--- src/rtl/ws2812_pkg.sv ---
// Shared types and constants for the WS2812 frame scheduler and its bit encoder.
package ws2812_pkg;

  localparam int PIXEL_W = 24;

  // Default timing, in clk cycles.
  localparam int DEF_NUM_LEDS    = 3;
  localparam int DEF_T0H_CYCLES  = 5;
  localparam int DEF_T1H_CYCLES  = 10;
  localparam int DEF_BIT_CYCLES  = 15;
  localparam int DEF_LATCH_CYCLES = 29000;

  // Scheduler FSM states.
  typedef enum logic [1:0] {
    IDLE  = 2'd0,
    LOAD  = 2'd1,
    SEND  = 2'd2,
    LATCH = 2'd3
  } state_t;

endpackage

--- src/rtl/ws2812_bit_encoder.sv ---
// Serialises one 24-bit GRB pixel, MSB first, into WS2812 high/low bit pulses.
// Handshake: a pixel is taken on any clk edge where valid && ready; ready is
// high when idle or during the very last cycle of the final bit, so the next
// pixel follows with no gap. done pulses one cycle before that last cycle so
// the scheduler has time to present the next pixel.
// dout is registered: it lags the internal bit counters by one cycle.
module ws2812_bit_encoder
  import ws2812_pkg::*;
#(
  parameter int T0H_CYCLES = DEF_T0H_CYCLES,
  parameter int T1H_CYCLES = DEF_T1H_CYCLES,
  parameter int BIT_CYCLES = DEF_BIT_CYCLES
) (
  input  logic               clk,
  input  logic               rst,
  input  logic [PIXEL_W-1:0] pixel,
  input  logic               valid,
  output logic               ready,
  output logic               dout,
  output logic               done
);

  localparam int CYC_W = (BIT_CYCLES > 1) ? $clog2(BIT_CYCLES) : 1;
  localparam logic [CYC_W-1:0] CYC_LAST = CYC_W'(BIT_CYCLES - 1);
  localparam logic [CYC_W-1:0] CYC_DONE = CYC_W'(BIT_CYCLES - 2);
  localparam logic [CYC_W-1:0] HI1      = CYC_W'(T1H_CYCLES);
  localparam logic [CYC_W-1:0] HI0      = CYC_W'(T0H_CYCLES);
  localparam logic [4:0]       BIT_LAST = 5'(PIXEL_W - 1);

  logic               active;
  logic [PIXEL_W-1:0] shreg;
  logic [4:0]         bit_cnt;
  logic [CYC_W-1:0]   cyc;
  logic               last_bit;
  logic               hi_now;

  assign last_bit = (bit_cnt == BIT_LAST);
  assign ready    = !active || (last_bit && cyc == CYC_LAST);
  assign done     = active && last_bit && (cyc == CYC_DONE);
  assign hi_now   = active && (cyc < (shreg[PIXEL_W-1] ? HI1 : HI0));

  // Bit/cycle counters, shift register and the registered serial output.
  always_ff @(posedge clk or posedge rst) begin
    if (rst) begin
      active  <= 1'b0;
      shreg   <= '0;
      bit_cnt <= '0;
      cyc     <= '0;
      dout    <= 1'b0;
    end else begin
      dout <= hi_now;
      if (valid && ready) begin
        active  <= 1'b1;
        shreg   <= pixel;
        bit_cnt <= '0;
        cyc     <= '0;
      end else if (active) begin
        if (cyc == CYC_LAST) begin
          cyc   <= '0;
          shreg <= {shreg[PIXEL_W-2:0], 1'b0};
          if (last_bit) begin
            active <= 1'b0;
          end else begin
            bit_cnt <= bit_cnt + 5'd1;
          end
        end else begin
          cyc <= cyc + 1'b1;
        end
      end
    end
  end

endmodule

--- src/rtl/ws2812_frame_scheduler.sv ---
// Double-buffered WS2812 frame scheduler: host writes a back buffer, commit
// copies it to the front buffer, start transmits the front buffer followed by
// a latch gap. Owns the buffers, the frame FSM and the latch counter.
module ws2812_frame_scheduler
  import ws2812_pkg::*;
#(
  parameter int NUM_LEDS     = DEF_NUM_LEDS,
  parameter int T0H_CYCLES   = DEF_T0H_CYCLES,
  parameter int T1H_CYCLES   = DEF_T1H_CYCLES,
  parameter int BIT_CYCLES   = DEF_BIT_CYCLES,
  parameter int LATCH_CYCLES = DEF_LATCH_CYCLES
) (
  input  logic        clk,
  input  logic        rst,
  input  logic        wr_en,
  input  logic [7:0]  wr_addr,
  input  logic [23:0] wr_data,
  input  logic        commit,
  input  logic        start,
  output logic        busy,
  output logic        frame_done,
  output logic        dout
);

  localparam int IDX_W = (NUM_LEDS > 1) ? $clog2(NUM_LEDS) : 1;
  localparam logic [IDX_W-1:0] IDX_LAST = IDX_W'(NUM_LEDS - 1);
  // LATCH is entered while the encoder still owes the last cycle of the final
  // bit plus its output register stage; the two extra counts make the low gap
  // after the last bit period exactly LATCH_CYCLES before frame_done.
  localparam int LATCH_LAST = LATCH_CYCLES + 2;
  localparam int LAT_W = $clog2(LATCH_LAST + 1);
  localparam logic [LAT_W-1:0] LAT_LAST_C = LAT_W'(LATCH_LAST);

  state_t state, state_next;
  logic [IDX_W-1:0]   idx;
  logic [LAT_W-1:0]   latch_cnt;
  logic               pend_start;
  logic               pend_commit;
  logic [PIXEL_W-1:0] back_buf  [NUM_LEDS];
  logic [PIXEL_W-1:0] front_buf [NUM_LEDS];
  logic               enc_valid;
  logic               enc_ready;
  logic               enc_done;
  logic               latch_end;
  logic               do_copy;

  ws2812_bit_encoder #(
    .T0H_CYCLES(T0H_CYCLES),
    .T1H_CYCLES(T1H_CYCLES),
    .BIT_CYCLES(BIT_CYCLES)
  ) u_enc (
    .clk  (clk),
    .rst  (rst),
    .pixel(front_buf[idx]),
    .valid(enc_valid),
    .ready(enc_ready),
    .dout (dout),
    .done (enc_done)
  );

  // Next-state logic and FSM-derived outputs.
  always_comb begin
    state_next = state;
    enc_valid  = 1'b0;
    latch_end  = 1'b0;
    busy       = (state != IDLE);
    do_copy    = (commit && (state == IDLE || state == LATCH)) ||
                 (pend_commit && state == LATCH && latch_cnt == '0);
    case (state)
      IDLE:  if (start) state_next = LOAD;
      LOAD: begin
        enc_valid = 1'b1;
        if (enc_ready) state_next = SEND;
      end
      SEND:  if (enc_done) state_next = (idx == IDX_LAST) ? LATCH : LOAD;
      LATCH: if (latch_cnt == LAT_LAST_C) begin
        latch_end  = 1'b1;
        state_next = (pend_start || start) ? LOAD : IDLE;
      end
      default: state_next = IDLE;
    endcase
    frame_done = latch_end;
  end

  // State register, pixel index, latch counter and the one-deep pending flags.
  always_ff @(posedge clk or posedge rst) begin
    if (rst) begin
      state       <= IDLE;
      idx         <= '0;
      latch_cnt   <= '0;
      pend_start  <= 1'b0;
      pend_commit <= 1'b0;
    end else begin
      state <= state_next;
      if (state == IDLE || state == LATCH) begin
        idx <= '0;
      end else if (state == SEND && enc_done && idx != IDX_LAST) begin
        idx <= idx + 1'b1;
      end
      latch_cnt <= (state == LATCH && !latch_end) ? latch_cnt + 1'b1 : '0;
      if (state == IDLE || latch_end) begin
        pend_start <= 1'b0;
      end else if (start) begin
        pend_start <= 1'b1;
      end
      if (do_copy) begin
        pend_commit <= 1'b0;
      end else if (commit) begin
        pend_commit <= 1'b1;
      end
    end
  end

  // Pixel buffers; out-of-range addresses match no entry and are dropped.
  always_ff @(posedge clk or posedge rst) begin
    if (rst) begin
      for (int i = 0; i < NUM_LEDS; i++) begin
        back_buf[i]  <= '0;
        front_buf[i] <= '0;
      end
    end else begin
      for (int i = 0; i < NUM_LEDS; i++) begin
        if (wr_en && wr_addr == 8'(i)) back_buf[i] <= wr_data;
        if (do_copy) begin
          front_buf[i] <= (wr_en && wr_addr == 8'(i)) ? wr_data : back_buf[i];
        end
      end
    end
  end

endmodule

--- config.mk ---
export PLATFORM = sky130hd
export DESIGN_NAME = ws2812_frame_scheduler
export DESIGN_NICKNAME = d
export VERILOG_FILES = /design/src/rtl/ws2812_pkg.sv /design/src/rtl/ws2812_bit_encoder.sv /design/src/rtl/ws2812_frame_scheduler.sv
export SDC_FILE = /design/constraint.sdc
export NUM_CORES = 1
export LEC_CHECK = 0
export ABC_CLOCK_PERIOD_IN_PS = 12500
export BUFFER_PORTS_ARGS = -buffer_cell sky130_fd_sc_hd__buf_2
export CAP_MARGIN = 10
export CELL_PAD_IN_SITES_DETAIL_PLACEMENT = 1
export CELL_PAD_IN_SITES_GLOBAL_PLACEMENT = 2
export CORE_UTILIZATION = 47
export DETAILED_ROUTE_END_ITERATION = 10
export GPL_TIMING_DRIVEN = 0
export PLACE_DENSITY_LB_ADDON = 0.2
export SETUP_SLACK_MARGIN = 0.4
export SYNTH_ARGS = -nofsm -noshare
export SYNTH_HDL_FRONTEND = slang
export SYNTH_SLANG_ARGS = --single-unit
--- constraint.sdc ---
create_clock -name clk -period 12.5 [get_ports clk]
set_input_delay 1.25 -clock clk [delete_from_list [all_inputs] [get_ports clk]]
set_output_delay 1.25 -clock clk [all_outputs]
set_load 0.02 [all_outputs]
==> flow_metrics.py, run 1 <==
metrics = {
    "status": {
        "outcome": "complete, no violations",
    },
    "layout": {
        "seq_area_um2": 5000,
        "area_delta_synth_final_pct": 12.5,
        "post_route_cells_drive_above_1_share": 0.310,
        "postLayoutCoreUtil": 0.543,
        "antenna_cells": 0,
        "nets": 798,
        "final_cells": 1021,
        "fillers": 1923,
        "multiInputGateArea_um2": 3840,
    },
    "routing": {
        "drt_first_pass_iters": 4,
        "num_vias": 5499,
        "ant_nets": 0,
        "wire_per_inst_um": 19.9,
        "drc_errors": 0,
        "post_drt_via_cell_ratio": 5.39,
        "routed_wl_um": 20300,
        "drt_iter0_markers": 192,
    },
    "pwr": {
        "p_seq_frac": 0.526,
        "internal_power_w": 0.000962,
        "power_w": 0.00126,
        "power.switching_w": 0.000295,
        "pwr-share-comb": 0.034,
        "power_leakage_nw": 5.04,
        "vdd_ir_drop_max_mv": 0.0782,
        "pwr-share-clk": 0.440,
        "p_sw_frac": 0.235,
        "power.density_nw_per_um2": 123,
    },
    "timing": {
        "setup-violations-final": 0,
        "skew_ns": 0.00896,
        "slew_headroom": 0.325,
        "rsz0062_at_grt": "false",
        "setup_slack_ns": 9.29,
        "max_freq_ghz": 0.312,
        "layout_min_cycle_time_ns": 3.21,
        "tns_ns": 0,
        "fin_crit_sh": 0.257,
        "worst_slew_pin_slew_ns": 1.01,
        "maxSlewViolCount": 0,
        "hold_viol": 0,
    },
    "critical_path": {
        "arrival_ns": 1.96,
        "crit_chain": "nor4_1 -> nand4_1 -> nor3_1 -> buf_2",
        "worstPathRequired_ns": 11.25,
        "crit_type": "reg2out",
        "critPathLaunchType": "register",
        "worstPathMaxFanout": 5,
        "slowest_delay_ns": 0.43,
        "critical_path_buf_inv_count": 1,
        "worst_path_max_delay_cell": "dfrtp_1",
        "setup.worst_path.end_class": "output port",
        "critical-path-top-delay-family": "simple AND/OR/NAND/NOR gates",
    },
    "grt": {
        "antenna_found_initial": 1,
        "grtUsageTotal": 0.223,
        "grt_pass1_wl_um": 34000,
        "grt_max_degree": 105,
        "overflow": 0,
        "grt_pass1_vias": 6295,
    },
    "synth": {
        "synthArstFlopShare": 1.00,
        "synth.distinct_cells": 46,
        "synth_top_cell_by_area": "dfrtp_1",
        "synth_edf_count": 0,
        "ys_ff_latch": 200,
        "syn-num-nets": 739,
        "seq_area_frac_synth": 0.551,
        "avgSynthCellArea_um2": 13.2,
        "ys.flop_type": "dfrtp_1",
        "synth_top_cell_area_share": 0.551,
        "synth_area_leaders": "dfrtp_1 55%, mux2_4 13%, mux2_2 7.9%, mux2i_1 5.3%, o21ai_0 3.3%",
        "yosysWarningCount": 0,
        "syn_area_um2": 9090,
        "syn_inst": 689,
    },
    "cts": {
        "cts_made_buffers": 17,
        "clockBufferDepth": 2,
        "cts_root_buf": "clkbuf_16",
        "cts_hold_buffers": 0,
        "clk_pin_slew_ns": 0.08,
        "cts.sink_count": 200,
        "cts_resized": 0,
        "htreeDepth": 4,
        "clk_latency_ns": 0.43,
        "cts_tree": "done",
        "post_cts_buffers": 0,
    },
    "floorplan": {
        "ios": 40,
        "die_area_um2": 19900,
        "rows": 50,
        "fp.dieW_um": 141,
        "start_util": 0.483,
        "core-area_um2": 18800,
        "dieHeight_um": 141,
    },
    "placed_design": {
        "numPortBuffers": 39,
        "dp_cells": 989,
        "post-place-ws_ns": 8.96,
        "hpwl_um": 13700,
        "gp_congestion": 0.795,
    },
    "hold_path": {
        "hold_path_class": "reg2reg",
    },
    "job": {
        "max_cap_viol_count": 0,
    },
}
==> power by group through the flow <==
stage,combinational (W),clock (W),sequential (W)
CTS,0.0000446,0.000564,0.000661
global placement,0.0000398,0,0.000674
detailed placement,0.0000441,0,0.000674
floorplan,0.0000267,0,0.000673
finish,0.0000431,0.000553,0.000661
global route,0.0000484,0.000584,0.000662
==> layout by cell type (no fill, tap or decap), types with 2 or more instances in the layout <==
cell type	n
inv_1	13
clkbuf_16	17
nand4b_1	2
nor3_1	9
or3_1	2
clkinv_4	2
mux2i_1	48
mux2_2	64
inv_8	8
nor3b_1	2
nand3_1	9
o21ai_0	60
nor4_1	4
nand2b_1	4
mux2_4	80
xnor2_1	9
buf_6	4
nand2_1	72
clkinvlp_4	2
buf_8	2
nor2_1	19
nor2b_1	2
o31ai_1	2
a22o_1	3
and3_1	3
and2_1	3
and3b_1	2
nand4_1	2
o21a_1	2
buf_2	46
xor2_1	4
ha_1	13
buf_1	2
a21oi_1	8
dfrtp_1	200
nand4b_4	2
clkbuf_1	18
==> per-stage QoR <==
| stage | hold WS, ns | cell area (um2) |
|---|---|---|
| 2_1_floorplan | 0.450 | 9090 |
| 3_3_place_gp | 0.463 | 9610 |
| 3_5_place_dp | 0.471 | 9650 |
| 4_1_cts | 0.488 | 10200 |
| 5_1_grt | 0.511 | 10200 |
| 6_report | 0.485 | 10200 |
==> worst paths after layout <==
path / startpoint / end / slack [ns] / cells past startpoint
worst max-delay path: latch_cnt[5] / frame_done / 9.29 / 4
worst min-delay path: u_enc.shreg[17] / u_enc.shreg[17] / 0.48 / 2
worst max register to register: latch_cnt[0] / front_buf[70] / 9.74 / 8
worst min register to register: u_enc.shreg[17] / u_enc.shreg[17] / 0.48 / 2
max in group asynchronous: rst / back_buf[15] / 10.59 / 3
min in group asynchronous: rst / front_buf[28] / 0.94 / 2
==> cells by family (layout without fill, tap and decap cells) <==
group | Yosys count | after routing | share of synthesized area
flip-flops | 200 | 200 | 0.551
XOR/XNOR | 13 | 13 | 0.0125
AND/OR/NAND/NOR | 142 | 142 | 0.0780
adder cells (fa/ha/maj) | 13 | 13 | 0.0179
AO/OA/AOI/OAI | 82 | 82 | 0.0501
buffers and inverters | 47 | 119 | 0.0266
multiplexers | 192 | 192 | 0.264
==> sequential cells by signal, indices dropped and copies added, names as in the netlist, 2 cells and up <==
name / flops
u_enc.bit_cnt: 5
back_buf: 72
latch_cnt: 15
state: 2
idx: 2
u_enc.cyc: 4
u_enc.shreg: 24
front_buf: 72
==> per-layer routing <==
layer  part of all wire  GRT usage  up-vias
met1               0.46      0.286     2908
met3              0.016     0.0336       23
met2               0.51      0.393       41
li1                   -          -     2525
met4              0.010     0.0612        2
met5            0.00064          0        -
==> worst min-delay path: stages (launching register included) <==
cell and delay [ns]:
dfrtp_1 0.35, nand2_1 0.05, o21ai_0 0.06
==> cell type report <==
type | instances | share of cell area
multi-input combinational | 442 | 0.376
timing repair buffer | 40 | 0.0218
inverter | 14 | 0.00587
tap | 260 | 0.0318
buffer | 33 | 0.0185
clock buffer | 18 | 0.0420
sequential | 200 | 0.489
clock inverter | 14 | 0.0152
==> cells in the mapped netlist (7+ instances only) <==
cell type,number
o21ai_0,60
mux2_2,64
nand2_1,72
dfrtp_1,200
mux2_4,80
clkbuf_1,17
nor2_1,19
nand3_1,9
ha_1,13
a21oi_1,8
mux2i_1,48
nor3_1,9
xnor2_1,9
buf_2,7
inv_1,14
Note: power is estimated with default switching activity, not from simulation.
==> run 2, diff against run 1 <==
Settings changed: ABC_CLOCK_PERIOD_IN_PS 12500 to 2810, CORE_UTILIZATION 47 to 39.
Clock period 12.5 ns to 2.81 ns, I/O delays scaled along.
==> flow_metrics.py, run 2 (same netlist as run 1, synthesis figures left out) <==
metrics = {
    "routing": {
        "drt_first_pass_iters": 4,
        "post_drt_via_cell_ratio": 5.10,
        "routed_wl_um": 20200,
        "wire_per_inst_um": 18.6,
        "num_vias": 5530,
        "ant_nets": 0,
        "drc_errors": 0,
        "drt_iter0_markers": 190,
    },
    "layout": {
        "mostFrequentLayoutCell": "dfrtp_1",
        "largest_registers": "back_buf x72, front_buf x72, u_enc.shreg x24",
        "layout_common_cells": "200 x dfrtp_1, 80 x mux2_4, 72 x nand2_1",
        "post_route_cells_drive_above_1_share": 0.331,
        "fin_area_um2": 10500,
        "area_delta_synth_final_pct": 15.2,
        "nets": 807,
    },
    "floorplan": {
        "ios": 40,
        "dieHeight_um": 155,
        "core-area_um2": 22800,
        "rows": 55,
        "start_util": 0.399,
        "die_area_um2": 23900,
        "fp.dieW_um": 155,
    },
    "cts": {
        "cts.sink_count": 200,
        "htreeDepth": 4,
        "cts_tree": "done",
        "clk_latency_ns": 0.44,
        "cts_root_buf": "clkbuf_16",
        "clockBufferDepth": 2,
        "clk_pin_slew_ns": 0.08,
        "cts_made_buffers": 17,
    },
    "pwr": {
        "power.switching_w": 0.00133,
        "p_seq_frac": 0.529,
        "internal_power_w": 0.00423,
        "power.density_nw_per_um2": 531,
        "power_leakage_nw": 5.12,
        "vdd_ir_drop_max_mv": 0.369,
        "pwr-share-comb": 0.037,
        "power_w": 0.00555,
        "pwr-share-clk": 0.434,
        "p_sw_frac": 0.239,
    },
    "critical_path": {
        "critPathLaunchType": "register",
        "crit_type": "reg2reg",
        "setup.worst_path.end_class": "register",
        "slowest_delay_ns": 0.43,
        "worst_path_max_delay_cell": "dfrtp_1",
        "arrival_ns": 2.59,
        "worstPathRequired_ns": 3.12,
        "worstPathMaxFanout": 10,
        "crit_chain": "inv_1 -> ha_1 -> nand4_1 -> or4_1 -> o21ai_2 -> clkbuf_1 -> nor2_1",
    },
    "placed_design": {
        "hpwl_um": 13800,
        "gp_congestion": 0.754,
        "placed_cell_area_um2": 9780,
        "numPortBuffers": 39,
    },
    "grt": {
        "antenna_found_initial": 1,
        "grt_pass1_vias": 6229,
        "grt_max_degree": 42,
        "grt_pass1_wl_um": 33700,
        "grtUsageTotal": 0.183,
        "overflow": 0,
    },
    "timing": {
        "fin_crit_sh": 0.811,
        "worst_slew_pin_slew_ns": 0.646,
        "setup-violations-final": 0,
        "hold_viol": 0,
        "max_freq_ghz": 0.439,
        "skew_ns": 0.0124,
        "maxSlewViolCount": 0,
        "rsz0062_at_grt": "false",
        "layout_min_cycle_time_ns": 2.28,
        "slew_headroom": 0.568,
    },
    "hold_path": {
        "hold_path_class": "in2reg",
    },
    "job": {
        "max_cap_viol_count": 0,
    },
    "status": {
        "outcome": "complete, no violations",
    },
}
==> run 2: per-stage QoR <==
step                utilization  hold WS [ns]  setup WS [ns]  std cells  TNS [ns]
global placement          0.425         0.463          -1.24       1041   -244.90
detailed placement        0.429         0.402        -0.0545       1046    -0.435
CTS                       0.457        0.0937          0.361       1079         0
global route              0.459         0.103          0.412       1083         0
floorplan                     -         0.411        -0.0593        689    -11.87
finish                    0.460         0.114          0.531       1084         0
==> run 2: repair_timing <==
action	4_1_cts	5_1_grt
endpoints found under the hold margin	21	0
hold buffers	1	0
pin swaps	0	1
gates cloned	0	0
resized for setup	11	15
buffers inserted	0	4
endpoints found under the setup margin	99	93
==> run 2: path summary, 6_finish.rpt <==
| kind | start | to | slack (ns) | depth (start not counted) |
|---|---|---|---|---|
| min in group asynchronous | rst | front_buf[4] | 0.47 | 3 |
| worst max-delay path | latch_cnt[0] | latch_cnt[8] | 0.53 | 7 |
| worst min-delay path | wr_data[14] | back_buf[14] | 0.11 | 2 |
| worst min register to register | pend_commit | pend_commit | 0.49 | 2 |
| max in group asynchronous | rst | back_buf[40] | 1.44 | 5 |
| worst max register to register | latch_cnt[0] | latch_cnt[8] | 0.53 | 7 |
==> run 2: worst max-delay path: cells and delay by family, from the launching register on <==
kind,cells,cell delay (ns)
AO/OA/AOI/OAI,1,0.36
adder cells (fa/ha/maj),1,0.17
buffers and inverters,2,0.53
flip-flops,1,0.43
AND/OR/NAND/NOR,3,0.66
==> run 2: power by group through the flow <==
stage               registers [W]  clock network, W  logic (W)
floorplan                 0.00299                 0   0.000119
global placement          0.00300                 0   0.000179
detailed placement        0.00300                 0   0.000207
CTS                       0.00294           0.00249   0.000210
global route              0.00294           0.00259   0.000230
finish                    0.00294           0.00241   0.000203
==> run 2: layout make-up <==
type	instances	area (um2)
Buffer	33	221
Fill cell	2328	12300
Clock buffer	20	447
Sequential cell	200	5000
Multi-Input combinational cell	442	3860
Tap cell	313	392
Inverter	14	56.3
Clock inverter	12	131
Timing Repair Buffer	49	348
Antenna cell	1	2.50
==> run 2: metal layers <==
metal	vias up	share of wire	global-route usage
li1	2555	-	-
met1	2913	0.47	0.235
met2	44	0.50	0.316
met3	18	0.021	0.0392
met4	0	0.0089	0.0438
met5	-	0	0
==> run 3, diff against run 2 <==
Settings changed: ABC_CLOCK_PERIOD_IN_PS 2810 to 2100, CORE_UTILIZATION 39 to 44.
Clock period 2.81 ns to 2.1 ns, I/O delays scaled along.
==> flow_metrics.py, run 3 (same netlist as run 1, synthesis figures left out) <==
metrics = {
    "critical_path": {
        "worstPathMaxFanout": 7,
        "slowest_delay_ns": 0.48,
        "path_common_cell": "buf_6",
        "crit_type": "reg2reg",
        "worstPathRequired_ns": 2.41,
        "critical_path_buf_inv_count": 3,
        "worst_path_max_delay_cell": "or4_4",
        "critical-path-top-delay-family": "simple AND/OR/NAND/NOR gates",
        "arrival_ns": 2.33,
        "critPathLaunchType": "register",
        "setup.worst_path.end_class": "register",
        "crit_chain": "buf_6 -> ha_2 -> nand4_1 -> or4_4 -> o21ai_4 -> buf_6 -> buf_6 -> a21oi_2",
    },
    "pwr": {
        "pwr-share-clk": 0.430,
        "pwr-share-comb": 0.040,
        "vdd_ir_drop_max_mv": 0.502,
        "power_leakage_nw": 5.58,
        "power.density_nw_per_um2": 629,
        "internal_power_w": 0.00574,
        "power.switching_w": 0.00169,
        "p_sw_frac": 0.227,
        "p_seq_frac": 0.530,
    },
    "timing": {
        "maxSlewViolCount": 0,
        "setup-violations-final": 0,
        "max_freq_ghz": 0.495,
        "worst_slew_pin_slew_ns": 0.930,
        "hold_viol": 39,
        "rsz0062_at_grt": "true",
        "layout_min_cycle_time_ns": 2.02,
        "skew_ns": 0.0124,
        "slew_headroom": 0.378,
        "setup_slack_ns": 0.0783,
        "whs_ns": -0.0484,
        "fin_crit_sh": 0.963,
    },
    "routing": {
        "wire_per_inst_um": 21.8,
        "num_vias": 5807,
        "drt_iter0_markers": 191,
        "routed_wl_um": 23800,
        "ant_nets": 0,
        "drt_first_pass_iters": 4,
        "drc_errors": 0,
        "post_drt_via_cell_ratio": 5.33,
    },
    "floorplan": {
        "core-area_um2": 20200,
        "die_area_um2": 21200,
        "ios": 40,
        "start_util": 0.449,
        "fp.dieW_um": 146,
        "rows": 52,
        "dieHeight_um": 146,
    },
    "layout": {
        "area_delta_synth_final_pct": 29.8,
        "largest_registers": "back_buf x72, front_buf x72, u_enc.shreg x24",
        "fillers": 1965,
        "final_cells": 1090,
        "mostFrequentLayoutCell": "dfrtp_1",
        "post_route_cells_drive_above_1_share": 0.438,
        "nets": 858,
        "seq_area_um2": 5010,
        "multiInputGateArea_um2": 4340,
        "layout_common_cells": "196 x dfrtp_1, 136 x mux2_4, 70 x nand2_1",
    },
    "cts": {
        "cts.sink_count": 200,
        "cts_made_buffers": 17,
        "cts_tree": "done",
        "cts_root_buf": "clkbuf_16",
        "clockBufferDepth": 2,
        "htreeDepth": 4,
        "clk_latency_ns": 0.44,
        "clk_pin_slew_ns": 0.07,
    },
    "grt": {
        "grt_pass1_wl_um": 37500,
        "grt_pass1_vias": 6624,
        "grt_max_degree": 42,
        "overflow": 0,
        "grtUsageTotal": 0.230,
        "antenna_found_initial": 1,
    },
    "placed_design": {
        "hpwl_um": 13900,
        "dp_cells": 1003,
        "numPortBuffers": 39,
        "gp_congestion": 0.737,
        "post-place-ws_ns": -0.411,
    },
    "hold_path": {
        "hold_path_class": "in2async",
    },
    "job": {
        "max_cap_viol_count": 0,
    },
    "status": {
        "violations": "hold timing",
        "outcome": "finished with violations",
    },
}
## run 3: through the flow
| step | setup TNS, ns | hold slack (ns) | area [um2] | utilization | power, W |
|---|---|---|---|---|---|
| 2_1_floorplan | -141.48 | 0.340 | 9380 | - | 0.00418 |
| 3_3_place_gp | -383.48 | 0.464 | 9910 | 0.490 | 0.00427 |
| 3_5_place_dp | -26.58 | 0.461 | 10000 | 0.495 | 0.00431 |
| 4_1_cts | 0 | -0.0148 | 11300 | 0.559 | 0.00748 |
| 5_1_grt | -0.177 | 0.00936 | 11800 | 0.583 | 0.00767 |
| 6_report | 0 | -0.0484 | 11800 | 0.583 | 0.00742 |
## run 3: worst paths after layout
check / slack, ns / cells past startpoint / to / start
worst max-delay path: 0.08 / 8 / latch_cnt[5] / latch_cnt[1]
worst min-delay path: -0.05 / 2 / front_buf[5] / rst
worst max register to register: 0.08 / 8 / latch_cnt[5] / latch_cnt[1]
worst min register to register: 0.49 / 1 / back_buf[7] / back_buf[7]
max in group asynchronous: 0.98 / 5 / front_buf[43] / rst
min in group clk: 0.05 / 2 / back_buf[62] / wr_data[14]
## run 3: metal layers
metal | wire (um) | up-vias | track usage
li1 | - | 2643 | -
met1 | 10600 | 3092 | 0.302
met2 | 12400 | 55 | 0.400
met5 | 0 | - | 0
met4 | 251 | 0 | 0.0458
met3 | 497 | 17 | 0.0382
## run 3: area by class of cell
class | count | share of cell area
Inverter | 14 | 0.00477
Tap cell | 270 | 0.0286
Clock inverter | 11 | 0.00954
Multi-Input combinational cell | 442 | 0.368
Sequential cell | 200 | 0.425
Timing Repair Buffer | 100 | 0.0872
Clock buffer | 19 | 0.0375
Antenna cell | 1 | 0.000212
Buffer | 33 | 0.0399
## run 3: timing repair
action / 4_1_cts / 5_1_grt
gates cloned: 6 / 6
buffers inserted: 33 / 11
hold endpoints to repair: 30 / 0
pin swaps: 15 / 12
setup endpoints to repair: 141 / 162
gates resized for setup: 89 / 63
## run 3: power by group through the flow
stage               Sequential, W  Combinational [W]  Clock [W]
global route              0.00394           0.000328    0.00340
detailed placement        0.00401           0.000297          0
finish                    0.00394           0.000295    0.00319
floorplan                 0.00401           0.000175          0
global placement          0.00401           0.000256          0
CTS                       0.00394           0.000300    0.00325
## run 3: worst reg2reg max path: cells and delay by family, from the launching register on
family / cells / cell delay [ns]
buf+inv: 3 / 0.39
fa+ha+maj: 1 / 0.15
flops: 1 / 0.39
compound gates: 2 / 0.32
simple gates: 2 / 0.65
